===== src/rtl/rom_load_dispatch_pkg.sv =====
// rom_load_dispatch_pkg
// Shared types and constants for the ROM download path.
//   region_storage_t : storage arbiter a load region is written through
//   region_t         : base address + storage of one load region
//   LOAD_REGIONS     : region table indexed by the download tag
//   game_t / board_cfg_t : board configuration record carried in the stream
//   load_state_t     : dispatcher FSM state constants
package rom_load_dispatch_pkg;

  localparam int unsigned NUM_LOAD_REGIONS = 8;
  localparam logic [7:0]  LOAD_TAG_CFG     = 8'hF0;
  localparam logic [7:0]  LOAD_TAG_END     = 8'hFF;

  typedef enum logic [3:0] {
    STORAGE_SDR   = 4'd0,
    STORAGE_DDR   = 4'd1,
    STORAGE_BLOCK = 4'd2
  } region_storage_t;

  typedef struct packed {
    logic [31:0]     base_addr;
    region_storage_t storage;
  } region_t;

  localparam logic [31:0] CPU_ROM_SDR_BASE     = 32'h0000_0000;
  localparam logic [31:0] SCN_DATA_SDR_BASE    = 32'h0090_0000;
  localparam logic [31:0] OBJ_DATA_DDR_BASE    = 32'h3000_0000;
  localparam logic [31:0] SOUND_ROM_BLOCK_BASE = 32'h0010_0000;
  localparam logic [31:0] ADPCMA_DDR_BASE      = 32'h3080_0000;
  localparam logic [31:0] ADPCMB_DDR_BASE      = 32'h30C0_0000;
  localparam logic [31:0] PROM_BLOCK_BASE      = 32'h0020_0000;
  // Sits at the top of the address space; a long payload wraps to 0.
  localparam logic [31:0] EXTRA_SDR_BASE       = 32'hFFFF_FFFC;

  localparam region_t LOAD_REGIONS [NUM_LOAD_REGIONS] = '{
    '{base_addr: CPU_ROM_SDR_BASE,     storage: STORAGE_SDR},
    '{base_addr: SCN_DATA_SDR_BASE,    storage: STORAGE_SDR},
    '{base_addr: OBJ_DATA_DDR_BASE,    storage: STORAGE_DDR},
    '{base_addr: SOUND_ROM_BLOCK_BASE, storage: STORAGE_BLOCK},
    '{base_addr: ADPCMA_DDR_BASE,      storage: STORAGE_DDR},
    '{base_addr: ADPCMB_DDR_BASE,      storage: STORAGE_DDR},
    '{base_addr: PROM_BLOCK_BASE,      storage: STORAGE_BLOCK},
    '{base_addr: EXTRA_SDR_BASE,       storage: STORAGE_SDR}
  };

  typedef enum logic [7:0] {
    GAME_NONE     = 8'h00,
    GAME_FINALB   = 8'h01,
    GAME_DONDOKOD = 8'h02,
    GAME_THUNDFOX = 8'h03,
    GAME_MEGABLST = 8'h04
  } game_t;

  typedef struct packed {
    game_t      game;
    logic [7:0] unused;
  } board_cfg_t;

  typedef logic [3:0] load_state_t;

  localparam load_state_t LOAD_HEADER  = 4'd0;
  localparam load_state_t LOAD_LEN     = 4'd1;
  localparam load_state_t LOAD_DATA_LO = 4'd2;
  localparam load_state_t LOAD_DATA_HI = 4'd3;
  localparam load_state_t LOAD_WRITE   = 4'd4;
  localparam load_state_t LOAD_CFG0    = 4'd5;
  localparam load_state_t LOAD_CFG1    = 4'd6;
  localparam load_state_t LOAD_DONE    = 4'd7;
  localparam load_state_t LOAD_ERROR   = 4'd8;

endpackage


===== src/rtl/rom_load_dispatch_word_packer.sv =====
// rom_word_packer
// Packs payload bytes into 16-bit little-lane words and owns the write
// request handshake toward the storage arbiters.
//   clk, reset        : clock, synchronous active-high reset
//   byte_valid        : a payload byte is accepted this cycle
//   byte_hi           : accepted byte belongs in the high lane
//   flush             : accepted byte completes the word (issue request)
//   byte_data         : the payload byte
//   addr_in/storage_in: target of the word being completed
//   wr_*              : write request to storage, held until wr_ready
//   word_done         : request accepted this cycle (wr_valid & wr_ready)
module rom_word_packer (
  input  logic        clk,
  input  logic        reset,
  input  logic        byte_valid,
  input  logic        byte_hi,
  input  logic        flush,
  input  logic [7:0]  byte_data,
  input  logic [31:0] addr_in,
  input  logic [3:0]  storage_in,
  output logic        wr_valid,
  input  logic        wr_ready,
  output logic [31:0] wr_addr,
  output logic [3:0]  wr_storage,
  output logic [15:0] wr_data,
  output logic [1:0]  wr_be,
  output logic        word_done
);

  logic [7:0] lo_lane;

  assign word_done = wr_valid & wr_ready;

  always_ff @(posedge clk) begin
    if (reset) begin
      lo_lane    <= '0;
      wr_valid   <= 1'b0;
      wr_addr    <= '0;
      wr_storage <= '0;
      wr_data    <= '0;
      wr_be      <= '0;
    end else begin
      // Request fields stay untouched after acceptance; only valid drops.
      if (word_done) begin
        wr_valid <= 1'b0;
      end
      if (byte_valid) begin
        if (!byte_hi) begin
          lo_lane <= byte_data;
        end
        if (flush) begin
          wr_valid   <= 1'b1;
          wr_addr    <= addr_in;
          wr_storage <= storage_in;
          // A word closed on a low-lane byte is the odd tail of a region.
          wr_data    <= byte_hi ? {byte_data, lo_lane} : {8'h00, byte_data};
          wr_be      <= byte_hi ? 2'b11 : 2'b01;
        end
      end
    end
  end

endmodule


===== src/rtl/rom_load_dispatch.sv =====
// rom_load_dispatch
// Decodes the HPS ROM-download byte stream: region headers with 32-bit
// big-endian lengths, board-config records and the end marker. Payload goes
// to rom_word_packer, which issues 16-bit writes to the storage arbiters.
//   clk, reset         : clock, synchronous active-high reset
//   in_valid/in_ready/in_data : download byte stream
//   wr_*               : word write request toward SDR/DDR/BRAM muxes
//   board_cfg(_valid)  : latched board configuration record
//   busy, done, error  : status (done/error sticky until reset)
//
// state        | meaning
// HEADER       | waiting for a tag byte
// LEN          | collecting 4 length bytes, MSB first
// DATA_LO      | next payload byte goes to the low lane
// DATA_HI      | next payload byte goes to the high lane
// WRITE        | word request outstanding, stream stalled
// CFG0 / CFG1  | board_cfg high byte / low byte
// DONE         | end tag seen, stream drained
// ERROR        | bad tag seen, stream drained
module rom_load_dispatch
  import rom_load_dispatch_pkg::*;
#(
  parameter int unsigned NUM_REGIONS = NUM_LOAD_REGIONS,
  parameter logic [7:0]  CFG_TAG     = LOAD_TAG_CFG,
  parameter logic [7:0]  END_TAG     = LOAD_TAG_END
) (
  input  logic        clk,
  input  logic        reset,
  input  logic        in_valid,
  input  logic [7:0]  in_data,
  output logic        in_ready,
  output logic        wr_valid,
  input  logic        wr_ready,
  output logic [31:0] wr_addr,
  output logic [3:0]  wr_storage,
  output logic [15:0] wr_data,
  output logic [1:0]  wr_be,
  output logic [15:0] board_cfg,
  output logic        board_cfg_valid,
  output logic        busy,
  output logic        done,
  output logic        error
);

  localparam logic [7:0] REGION_TAG_LIMIT = NUM_REGIONS[7:0];

  load_state_t state;
  logic [1:0]  len_cnt;
  logic [23:0] len_shift;
  logic [31:0] remaining;
  logic [31:0] offset;
  logic [2:0]  region;
  region_t     region_entry;
  logic [31:0] len_full;
  logic        accept;
  logic        word_done;
  logic        byte_valid;
  logic        byte_hi;
  logic        flush;

  assign region_entry = LOAD_REGIONS[region];
  assign len_full     = {len_shift, in_data};

  // Held low while in reset so no byte is taken on the reset cycle.
  assign in_ready = ~reset & (state != LOAD_WRITE);
  assign accept   = in_valid & in_ready;

  assign busy  = (state != LOAD_HEADER) && (state != LOAD_DONE) && (state != LOAD_ERROR);
  assign done  = (state == LOAD_DONE);
  assign error = (state == LOAD_ERROR);

  assign byte_valid = accept && ((state == LOAD_DATA_LO) || (state == LOAD_DATA_HI));
  assign byte_hi    = (state == LOAD_DATA_HI);
  assign flush      = byte_hi || (remaining == 32'd1);

  always_ff @(posedge clk) begin
    if (reset) begin
      state           <= LOAD_HEADER;
      len_cnt         <= '0;
      len_shift       <= '0;
      remaining       <= '0;
      offset          <= '0;
      region          <= '0;
      board_cfg       <= '0;
      board_cfg_valid <= 1'b0;
    end else begin
      case (state)
        LOAD_HEADER: begin
          if (accept) begin
            if (in_data < REGION_TAG_LIMIT) begin
              region  <= in_data[2:0];
              offset  <= '0;
              len_cnt <= '0;
              state   <= LOAD_LEN;
            end else if (in_data == CFG_TAG) begin
              state <= LOAD_CFG0;
            end else if (in_data == END_TAG) begin
              state <= LOAD_DONE;
            end else begin
              state <= LOAD_ERROR;
            end
          end
        end
        LOAD_LEN: begin
          if (accept) begin
            len_shift <= len_full[23:0];
            len_cnt   <= len_cnt + 2'd1;
            if (len_cnt == 2'd3) begin
              if (len_full == 32'd0) begin
                state <= LOAD_HEADER;
              end else begin
                remaining <= len_full;
                state     <= LOAD_DATA_LO;
              end
            end
          end
        end
        LOAD_DATA_LO: begin
          if (accept) begin
            remaining <= remaining - 32'd1;
            state     <= (remaining == 32'd1) ? LOAD_WRITE : LOAD_DATA_HI;
          end
        end
        LOAD_DATA_HI: begin
          if (accept) begin
            remaining <= remaining - 32'd1;
            state     <= LOAD_WRITE;
          end
        end
        LOAD_WRITE: begin
          if (word_done) begin
            offset <= offset + 32'd2;
            state  <= (remaining != 32'd0) ? LOAD_DATA_LO : LOAD_HEADER;
          end
        end
        LOAD_CFG0: begin
          if (accept) begin
            board_cfg[15:8] <= in_data;
            state           <= LOAD_CFG1;
          end
        end
        LOAD_CFG1: begin
          if (accept) begin
            board_cfg[7:0]  <= in_data;
            board_cfg_valid <= 1'b1;
            state           <= LOAD_HEADER;
          end
        end
        LOAD_DONE:  state <= LOAD_DONE;
        LOAD_ERROR: state <= LOAD_ERROR;
        default:    state <= LOAD_ERROR;
      endcase
    end
  end

  rom_word_packer u_packer (
    .clk        (clk),
    .reset      (reset),
    .byte_valid (byte_valid),
    .byte_hi    (byte_hi),
    .flush      (flush),
    .byte_data  (in_data),
    .addr_in    (region_entry.base_addr + offset),
    .storage_in (region_entry.storage),
    .wr_valid   (wr_valid),
    .wr_ready   (wr_ready),
    .wr_addr    (wr_addr),
    .wr_storage (wr_storage),
    .wr_data    (wr_data),
    .wr_be      (wr_be),
    .word_done  (word_done)
  );

endmodule


===== config.mk =====
export PLATFORM = sky130hd
export DESIGN_NAME = rom_load_dispatch
export DESIGN_NICKNAME = d
export VERILOG_FILES = /design/src/rtl/rom_load_dispatch_pkg.sv /design/src/rtl/rom_load_dispatch_word_packer.sv /design/src/rtl/rom_load_dispatch.sv
export SDC_FILE = /design/constraint.sdc
export NUM_CORES = 1
export LEC_CHECK = 0
export BUFFER_PORTS_ARGS = -buffer_cell sky130_fd_sc_hd__clkbuf_2
export CORE_MARGIN = 8
export CORE_UTILIZATION = 46
export CTS_CLUSTER_DIAMETER = 80
export CTS_CLUSTER_SIZE = 14
export DETAILED_ROUTE_END_ITERATION = 8
export PLACE_DENSITY_LB_ADDON = 0.2
export SYNTH_ARGS = -nofsm -noshare
export SYNTH_HDL_FRONTEND = slang
export SYNTH_HIERARCHICAL = 1
export SYNTH_SLANG_ARGS = --single-unit

===== constraint.sdc =====
create_clock -name clk -period 11.31 [get_ports clk]
set_input_delay 0 -clock clk [delete_from_list [all_inputs] [get_ports clk]]
set_output_delay 0 -clock clk [all_outputs]
set_load 0.02 [all_outputs]

==> results of run 1 <==
## through the flow
stage	power, mW	hold slack [ns]	instances	util, %
final	1.26	0.0231	1583	51.7
after global routing	1.31	0.0468	1583	51.7
after CTS	1.27	0.00817	1583	51.7
after detailed placement	0.676	0.311	1543	48.4
after global placement	0.676	0.297	1543	48.4
after floorplan	0.661	0.136	1271	-
## routing by layer
metal | GRT usage [%] | share of wire [%]
met5 | 0 | 0
met4 | 8.80 | 3.0
met3 | 3.56 | 5.6
met2 | 34.8 | 47
met1 | 28.4 | 45
## worst register-to-register path, cell delays in order (launching register included)
cell	delay, ns
dfxtp_1	0.40
nand3_1	0.12
buf_4	0.41
inv_1	0.60
ha_1	0.48
ha_1	0.27
or3_1	0.33
nor4_1	0.53
o22ai_1	0.20
a31o_2	0.25
a21oi_1	0.24
xnor2_1	0.15
nand2_1	0.07
a21oi_1	0.13
## cells in the final DEF, fill, tap and decap left out, drive strengths merged, types with 7 or more instances in the layout
| master | count |
|---|---|
| nand2 | 209 |
| dfxtp | 176 |
| a21oi | 141 |
| nor2 | 127 |
| clkbuf | 103 |
| o21ai | 52 |
| nor4 | 48 |
| xnor2 | 46 |
| nand3 | 44 |
| mux2i | 38 |
| inv | 27 |
| nor3 | 25 |
| or3 | 19 |
| nand4 | 18 |
| or4 | 15 |
| xor2 | 14 |
| ha | 13 |
| and2 | 13 |
| a31oi | 12 |
| o31ai | 11 |
| a22o | 11 |
| a211oi | 11 |
| nand2b | 10 |
| buf | 10 |
| and3 | 9 |
| dlygate4sd3 | 8 |
| a31o | 7 |
## final cells by class
type | count | area share (%)
clock inverters | 15 | 1.64
repair buffers | 104 | 5.44
well taps | 275 | 3.19
flip-flops and latches | 176 | 32.7
inverters | 17 | 0.592
multi-input cells | 979 | 52.5
clock buffers | 17 | 3.95
## state kept, by name, summed over array words and instances, names as in the netlist, 3 cells and up
| signal | cells |
|---|---|
| remaining | 32 |
| u_packer/wr_addr | 32 |
| offset | 31 |
| len_shift | 24 |
| board_cfg | 16 |
| u_packer/wr_data | 16 |
| u_packer/lo_lane | 8 |
| state | 4 |
| u_packer/wr_storage | 4 |
| region | 3 |
## worst paths after layout
| path | slack (ns) | endpoint | startpoint |
|---|---|---|---|
| worst min register to register | 0.46 | u_packer/wr_addr[21] | u_packer/wr_addr[21] |
| worst min-delay path | 0.02 | len_shift[3] | in_data[3] |
| worst max-delay path | 7.04 | u_packer/wr_addr[26] | region[0] |
| worst max register to register | 7.04 | u_packer/wr_addr[26] | region[0] |
## power groups by stage
stage	Combinational [mW]	Sequential [mW]	Clock (mW)
6_report	0.0422	0.622	0.600
5_1_grt	0.0459	0.622	0.638
4_1_cts	0.0423	0.622	0.611
3_5_place_dp	0.0400	0.636	0
3_3_place_gp	0.0399	0.636	0
2_1_floorplan	0.0260	0.635	0
## cells by family (layout without fill, tap and decap cells)
logic type | Yosys count | count (layout) | share of synthesized area (%)
compound gates | 306 | 306 | 19.8
xor+xnor | 60 | 60 | 5.44
fa+ha+maj | 15 | 15 | 1.89
buf+inv | 116 | 153 | 5.21
flops | 176 | 176 | 36.5
mux | 38 | 38 | 3.94
other cells | 1 | 3 | 0.0388
simple gates | 557 | 557 | 27.2
## what timing repair did
item / CTS / global route
endpoints found under the hold margin: 10 / 0
hold buffers: 8 / 0
setup endpoints to repair: 0 / 0
==> run_results.csv, run 1 <==
group,metric,value,unit
pwr,pwr-share-seq,49.2,%
clocking,post-cts-setup-buffer-count,0,
synthesis,synthTopCellsByCount,"nand2_1, dfxtp_1, a21oi_1",
die,dieArea,25900,sq um
synthesis,synth_area_leaders,"dfxtp_1, nand2_1, a21oi_1",
setup_path,cpPeakStageDelay,0.56,ns
die,rows,53,
setup_path,endpoint_kind,"register",
finish,multi_input_area,5650,sq um
die,die_w,161,um
clocking,cts_htree_levels,4,
pwr,comb_power_share,3.3,%
placement,dp_hpwl,20.0,mm
timing,fin_skew,0.0153,ns
synthesis,synth_edf_count,0,
synthesis,ys.flop_type,"dfxtp_1",
setup_path,cp_slowest_cell,"inv_1",
detailed_routing,routed_wirelength,28.6,mm
pwr,p_per_area,117,nW/um^2
synthesis,syn-cell-area,9660,sq um
synthesis,synthesis.instances,1269,
timing,fmax,234,MHz
clocking,path_clk_slew,0.07,ns
timing,setup_violations,0,
setup_path,crit_path_max_fanout,48,
die,start_util,46.4,%
synthesis,yosys.area.top_type,"dfxtp_1",
synthesis,ys_ff_latch,176,
timing,fin_ws,7.04,ns
setup_path,cp.depth,13,
timing,hold_viol,0,
die,core_area,20800,sq um
clocking,cts_sinks,176,
clocking,cts_made_buffers,17,
pwr,p_sw,0.331,mW
finish,n_antenna_cell,0,
detailed_routing,drc,0,
timing,rsz0062_at_grt,"no",
timing,maxSlewViolCount,0,
job,maxCapViolCount,0,
global_routing,grt_max_degree,85,
clocking,cts_tree,"yes",
clocking,ctsLongestPathBuffers,2,
timing,timing.final.crit_share,37.7,%
worst_hold_path,hold_depth,3,
die,dieHeight,161,um
finish,area_growth,11.5,%
pwr,p_int,0.933,mW
pwr,vdd_drop_max,0.0920,mV
pwr,power_frac_clock,47.5,%
pwr,swShare,26.2,%
setup_path,worstRegToRegCells,13,
detailed_routing,num_vias,9379,
finish,nFillCells,2075,
clocking,cts_resized,0,
detailed_routing,wl_per_cell,18.1,um
clocking,clockRootBuffer,"clkbuf_16",
synthesis,post-synth-top-count-cell,"nand2_1",
finish,seq_area,3520,sq um
synthesis,ys_seq_area_share,36.5,%
setup_path,critPathTopFamily,"simple AND/OR/NAND/NOR gates",
synthesis,async_reset_ff_share,0,%
die,ios,88,
detailed_routing,viasPerCell,5.92,
outcome,outcome,"finished, final reports clean",
detailed_routing,postRouteAntennaNets,0,
global_routing,grt_first_pass_wirelength,46.2,mm
setup_path,worstSetupPathType,"reg -> reg",
placement,postPlaceCellArea,10100,sq um
finish,final_nets,1320,
timing,worst_pin_slew,1.16,ns
finish,final_area,10800,sq um
placement,port_buffers,87,
global_routing,grt_antenna_before_repair,0,
global_routing,grt_pass1_vias,8465,
setup_path,cp.required,11.66,ns
synthesis,synth_warnings,6,
global_routing,globalRouteTotalUtil,21.7,%
setup_path,crit_arrival,4.62,ns
setup_path,crit_path_cell_trace,"nand3_1 -> buf_4 -> inv_1 -> ha_1 -> ha_1 -> or3_1 -> nor4_1 -> o22ai_1 -> a31o_2 -> a21oi_1 -> xnor2_1 -> nand2_1 -> a21oi_1",
timing,slew_headroom,21.9,%
setup_path,start_kind,"register",
timing,period_needed,4.27,ns
timing,fin_setup_tns,0,ns
setup_path,crit_buf_inv,2,
worst_hold_path,hold_class,"in -> reg",
clocking,insertion_delay,0.44,ns
synthesis,yosys.area.top_type_share,36.5,%
pwr,p_leak,3.91,nW
placement,gp_congestion,0.945,
placement,pre_cts_slack,7.13,ns
synthesis,synth.distinct_cells,73,
synthesis,avgSynthCellArea,7.61,sq um
global_routing,overflow,0,
detailed_routing,dr.pass1.iters,6,
finish,final_layout_size_suffix_gt1_share,11.7,%
detailed_routing,drtIter0Drc,800,
Note: power is estimated with default switching activity, not from simulation.
==> run 2, diff against run 1 <==
--- a/config.mk
+++ b/config.mk
@@ -5,6 +5,7 @@
 export SDC_FILE = /design/constraint.sdc
 export NUM_CORES = 1
 export LEC_CHECK = 0
+export ABC_AREA = 1
 export BUFFER_PORTS_ARGS = -buffer_cell sky130_fd_sc_hd__clkbuf_2
 export CORE_MARGIN = 8
 export CORE_UTILIZATION = 46
==> constraint.sdc (replaced) <==
create_clock -name clk -period 3.6 [get_ports clk]
set_input_delay 0 -clock clk [delete_from_list [all_inputs] [get_ports clk]]
set_output_delay 0 -clock clk [all_outputs]
set_load 0.02 [all_outputs]
==> run 2 against run 1 <==
Net effect:
- register-to-register slack lost 6.3 ns
- utilization shrank 0.31 points
- synthesized cell count grew 41%
- critical path depth shrank 2
- final cell count grew 38%
- global-route usage grew 0.45 points
==> run_results.csv, run 2 <==
group,metric,value,unit
synthesis,muxShareOfSynthArea,0,%
placement,gp_congestion,0.926,
timing,timing.final.crit_share,78.5,%
die,ios,88,
detailed_routing,viasPerCell,5.21,
die,rows,57,
clocking,cts_made_buffers,17,
detailed_routing,drtIter0Drc,857,
synthesis,yosys.area.top_type_share,31.5,%
finish,reg_top3,"remaining x32, u_packer/wr_addr x32, offset x31",
detailed_routing,drc,0,
placement,dp_hpwl,24.4,mm
synthesis,ys_ff_latch,176,
finish,mostFrequentLayoutCells,"nand2_1, nor2_1, inv_1",
detailed_routing,postRouteAntennaNets,0,
synthesis,synth_area_leaders,"dfxtp_1, nand2_1, nor2_1",
clocking,cts_htree_levels,4,
clocking,path_clk_slew,0.08,ns
setup_path,cp_slowest_cell,"nor2_1",
synthesis,ys_seq_area_share,31.5,%
timing,rsz0062_at_grt,"no",
synthesis,synth_xor_area_share,1.80,%
clocking,cts_tree,"yes",
global_routing,grt_first_pass_wirelength,53.2,mm
clocking,post-cts-setup-buffer-count,0,
global_routing,grt_max_degree,62,
finish,final_layout_size_suffix_gt1_share,11.6,%
synthesis,post-synth-top-count-cell,"nand2_1",
die,dieArea,29600,sq um
timing,fin_setup_tns,0,ns
finish,nFillCells,2529,
finish,n_antenna_cell,0,
synthesis,synth_top_family_by_area,"simple AND/OR/NAND/NOR gates",
setup_path,cp.required,3.93,ns
global_routing,grt_antenna_before_repair,0,
setup_path,critPathMostFrequentCell,"nor2_1",
synthesis,yosys.area_share.simple,40.1,%
finish,final_nets,1877,
timing,setup_violations,0,
detailed_routing,routed_wirelength,32.7,mm
detailed_routing,num_vias,11394,
die,dieHeight,172,um
clocking,cts_sinks,176,
timing,hold_viol,0,
synthesis,synth.distinct_cells,52,
placement,dp.cells,2150,
timing,worst_pin_slew,1.15,ns
finish,final_area,12400,sq um
synthesis,ys.flop_type,"dfxtp_1",
synthesis,synth_edf_count,0,
clocking,ctsLongestPathBuffers,2,
timing,slew_headroom,23.3,%
die,die_w,172,um
finish,final_cell_count_no_fill,2189,
synthesis,yosys.area.top_type,"dfxtp_1",
die,start_util,46.5,%
timing,maxSlewViolCount,0,
pwr,vdd_drop_max,0.282,mV
die,core_area,24100,sq um
clocking,clockRootBuffer,"clkbuf_16",
synthesis,syn-cell-area,11200,sq um
detailed_routing,dr.pass1.iters,5,
outcome,outcome,"finished, final reports clean",
worst_hold_path,hold_class,"in -> reg",
setup_path,endpoint_kind,"register",
setup_path,crit_arrival,3.16,ns
detailed_routing,wl_per_cell,14.9,um
synthesis,avgSynthCellArea,6.25,sq um
finish,final_common_cell,"nand2_1",
timing,fmax,354,MHz
global_routing,overflow,0,
synthesis,synthTopCellsByCount,"nand2_1, nor2_1, inv_1",
setup_path,crit_path_cell_trace,"inv_2 -> nand2_4 -> nor2_8 -> nor2_8 -> nand2_4 -> nor2_1 -> nand2_8 -> inv_6 -> nand2_2 -> nor2_1 -> nor2_1",
timing,fin_skew,0.0220,ns
synthesis,synth_compound_gate_area_share,14.8,%
timing,period_needed,2.83,ns
setup_path,start_kind,"register",
global_routing,grt_pass1_vias,10425,
clocking,insertion_delay,0.45,ns
setup_path,crit_path_max_fanout,55,
synthesis,async_reset_ff_share,0,%
placement,postPlaceCellArea,11700,sq um
job,maxCapViolCount,0,
setup_path,rrSetupSlack,0.77,ns
setup_path,cpPeakStageDelay,0.65,ns
setup_path,worstSetupPathType,"reg -> reg",
finish,area_growth,10.7,%
pwr,p_leak,5.77,nW
synthesis,synth_warnings,6,
pwr,p_per_area,342,nW/um^2
global_routing,globalRouteTotalUtil,22.1,%
synthesis,synthesis.instances,1793,
timing,hold_slack,0.0114,ns
synthesis,synthAdderAreaFrac,1.45,%
placement,port_buffers,87,
run 2: cell types whose count changed in the layout (fill, tap and decap cells not counted), moves of 44 or more:
cell	change
xnor2_1	-44
inv_1	+163
nor2_1	+186
nor4_1	-46
o21ai_0	+91
nand2_1	+246
run 2: per-layer routing:
metal | GRT usage, % | share of wire, %
met1 | 29.4 | 46
met2 | 36.2 | 46
met3 | 2.92 | 5.1
met4 | 7.80 | 2.6
met5 | 0 | 0
run 2: final cells by class:
class	instances	area, sq um	area share (%)
multi-input combinational	1358	6520	52.6
sequential	176	3520	28.4
inverter	196	751	6.06
timing repair buffer	103	573	4.62
clock buffer	17	425	3.43
tap	324	405	3.27
clock inverter	15	193	1.55
run 2: power breakdown:
part | switching (mW) | internal (mW)
Clock | 0.945 | 1.01
Sequential | 0.00873 | 1.95
Combinational | 0.228 | 0.0985
Total | 1.18 | 3.06
run 2: worst paths after layout:
kind	start	to	depth (start not counted)
worst min-delay path	in_data[6]	board_cfg[14]	3
worst min register to register	len_cnt[0]	len_cnt[0]	1
worst max-delay path	state[1]	u_packer/wr_data[1]	11
worst max register to register	state[1]	u_packer/wr_data[1]	11
run 2: stage by stage:
step	setup slack, ns	utilization, %	power, mW
2_1_floorplan	1.45	-	2.24
3_3_place_gp	0.837	48.6	2.32
3_5_place_dp	0.760	48.6	2.32
4_1_cts	0.745	51.4	4.27
5_1_grt	0.463	51.4	4.39
6_report	0.773	51.4	4.24
run 2: cell families (layout without fill, tap and decap cells):
kind of cell / count (synthesis) / after routing
AOI/OAI and AO/OA: 308 / 308
xor gates and xnor gates: 23 / 23
other: 1 / 3
and+or+nand+nor: 1011 / 1011
DFF: 176 / 176
adders and majority gates: 13 / 13
buffers and inverters: 261 / 331
run 2: timing repair:
item / 4_1_cts / 5_1_grt
hold buffers: 7 / 0
endpoints found under the hold margin: 18 / 0
resized for setup: 0 / 0
run 2: worst max-delay path, delay by kind of cell, from the launching register on:
| family | cells | cell delay (ns) |
|---|---|---|
| buffers and inverters | 2 | 0.48 |
| AND/OR/NAND/NOR | 9 | 1.83 |
| flip-flops | 1 | 0.38 |
==> run 3, diff against run 2 <==
==> constraint.sdc (replaced) <==
create_clock -name clk -period 2.7 [get_ports clk]
set_input_delay 0 -clock clk [delete_from_list [all_inputs] [get_ports clk]]
set_output_delay 0 -clock clk [all_outputs]
set_load 0.02 [all_outputs]
==> run 3 against run 2 <==
Net effect:
- via count increased by 2.5%
- critical path depth stayed put
- total power up 33%
- combinational power grew 36%
- die area is the same
- clock power grew 32%
- count of clock-buffer cells in the layout unchanged
- clock skew is 0.0023 ns lower
- sequential power grew 33%
==> run_results.csv, run 3 (synthesis gave the netlist of run 2 again) <==
group,metric,value,unit
setup_path,crit_path_max_fanout,45,
global_routing,globalRouteTotalUtil,22.4,%
timing,fin_skew,0.0198,ns
detailed_routing,dr.pass1.iters,5,
detailed_routing,drtIter0Drc,839,
setup_path,worstSetupPathType,"reg -> reg",
clocking,cts_htree_levels,4,
finish,final_nets,1899,
clocking,insertion_delay,0.45,ns
clocking,cts_sinks,176,
timing,worst_pin_slew,0.844,ns
finish,final_cell_count_no_fill,2211,
timing,hold_viol,0,
outcome,outcome,"finished, final reports clean",
finish,final_layout_size_suffix_gt1_share,12.7,%
timing,setup_violations,0,
global_routing,overflow,0,
die,die_w,172,um
clocking,clockRootBuffer,"clkbuf_16",
placement,gp_congestion,0.947,
detailed_routing,drc,0,
worst_hold_path,hold_class,"in -> reg",
timing,period_needed,2.40,ns
pwr,p_per_area,448,nW/um^2
finish,reg_top3,"remaining x32, u_packer/wr_addr x32, offset x31",
worst_hold_path,hp-start,"reset",
setup_path,cp-startpoint,"remaining[15]",
placement,pre_cts_slack,0.265,ns
setup_path,crit_arrival,2.78,ns
placement,port_buffers,87,
timing,slew_headroom,43.5,%
detailed_routing,routed_wirelength,33.3,mm
die,ios,88,
timing,maxSlewViolCount,0,
finish,seq_area,3520,sq um
clocking,ctsLongestPathBuffers,2,
finish,mostFrequentLayoutCells,"nand2_1, nor2_1, inv_1",
die,dieHeight,172,um
timing,timing.final.crit_share,88.9,%
detailed_routing,viasPerCell,5.28,
pwr,p_leak,5.88,nW
finish,area_growth,12.1,%
detailed_routing,postRouteAntennaNets,0,
finish,final_util,52.1,%
finish,nFillCells,2498,
global_routing,grt_max_degree,62,
setup_path,cp.required,3.08,ns
timing,fmax,417,MHz
global_routing,grt_first_pass_wirelength,53.6,mm
timing,rsz0062_at_grt,"no",
clocking,path_clk_slew,0.09,ns
finish,n_antenna_cell,0,
detailed_routing,wl_per_cell,15.1,um
die,start_util,46.5,%
die,dieArea,29600,sq um
setup_path,start_kind,"register",
detailed_routing,num_vias,11681,
setup_path,worstReg2RegStart,"remaining[15]",
clocking,cts_made_buffers,17,
global_routing,grt_antenna_before_repair,0,
pwr,vdd_drop_max,0.336,mV
finish,multi_input_area,6520,sq um
timing,fin_setup_tns,0,ns
die,core_area,24100,sq um
setup_path,endpoint_kind,"register",
finish,final_common_cell,"nand2_1",
global_routing,grt_pass1_vias,10649,
timing,fin_ws,0.299,ns
job,maxCapViolCount,0,
clocking,cts_tree,"yes",
placement,dp.cells,2163,
die,rows,57,
placement,dp_hpwl,24.9,mm
[run 3: cell count changes in the layout (fill, tap and decap cells not counted)]
cell	previous run	this run
dfxtp_2	0	1
clkinv_8	4	6
inv_8	3	1
buf_4	9	30
bufinv_16	1	0
clkinvlp_4	1	0
inv_6	5	6
dlygate4sd3_1	7	8
dfxtp_1	176	175
clkinv_4	1	2
[run 3: repair_timing]
action,in CTS,in global routing
setup buffers,0,8
gates resized for setup,0,1
endpoints found under the setup margin,0,5
hold buffers,8,0
endpoints found under the hold margin,21,0
[run 3: through the flow]
step                      area [sq um]  power, mW  hold slack (ns)
after global placement           11800       3.10            0.266
final                            12600       5.62           0.0232
after floorplan                  11200       2.98           0.0691
after global routing             12600       5.81           0.0394
after detailed placement         11800       3.10            0.284
after CTS                        12500       5.67           0.0155
[run 3: power breakdown]
group / switching (mW) / internal (mW)
clock network: 1.31 / 1.26
registers: 0.0107 / 2.60
logic: 0.307 / 0.135
[run 3: critical path, cell delays in order (launching register included)]
cell and delay, ns:
dfxtp_1 0.34, nor2_1 0.15, nand2_1 0.14, nor2_1 0.25, nand3b_1 0.17, o22ai_1 0.14, buf_4 0.22, nand2_8 0.19
inv_6 0.27, buf_4 0.26, nor2_1 0.06, nor2_1 0.11
[run 3: final timing paths]
kind	endpoint	slack (ns)	cells after the start
worst max-delay path	u_packer/wr_addr[8]	0.30	11
worst min-delay path	u_packer/wr_be[1]	0.02	2
worst max register to register	u_packer/wr_addr[8]	0.30	11
worst min register to register	len_cnt[0]	0.47	1
[run 3: cell type report]
| cell class | instances | area share, % |
|---|---|---|
| tap | 324 | 3.23 |
| timing repair buffer | 125 | 5.90 |
| multi-input combinational | 1358 | 52.0 |
| clock inverter | 15 | 1.46 |
| sequential | 176 | 28.1 |
| clock buffer | 17 | 3.39 |
| inverter | 196 | 5.98 |
[run 3: per-layer routing]
metal | GRT usage [%] | part of all wire [%]
met1 | 29.5 | 46
met2 | 36.8 | 46
met3 | 3.06 | 5.8
met4 | 8.25 | 2.7
met5 | 0 | 0
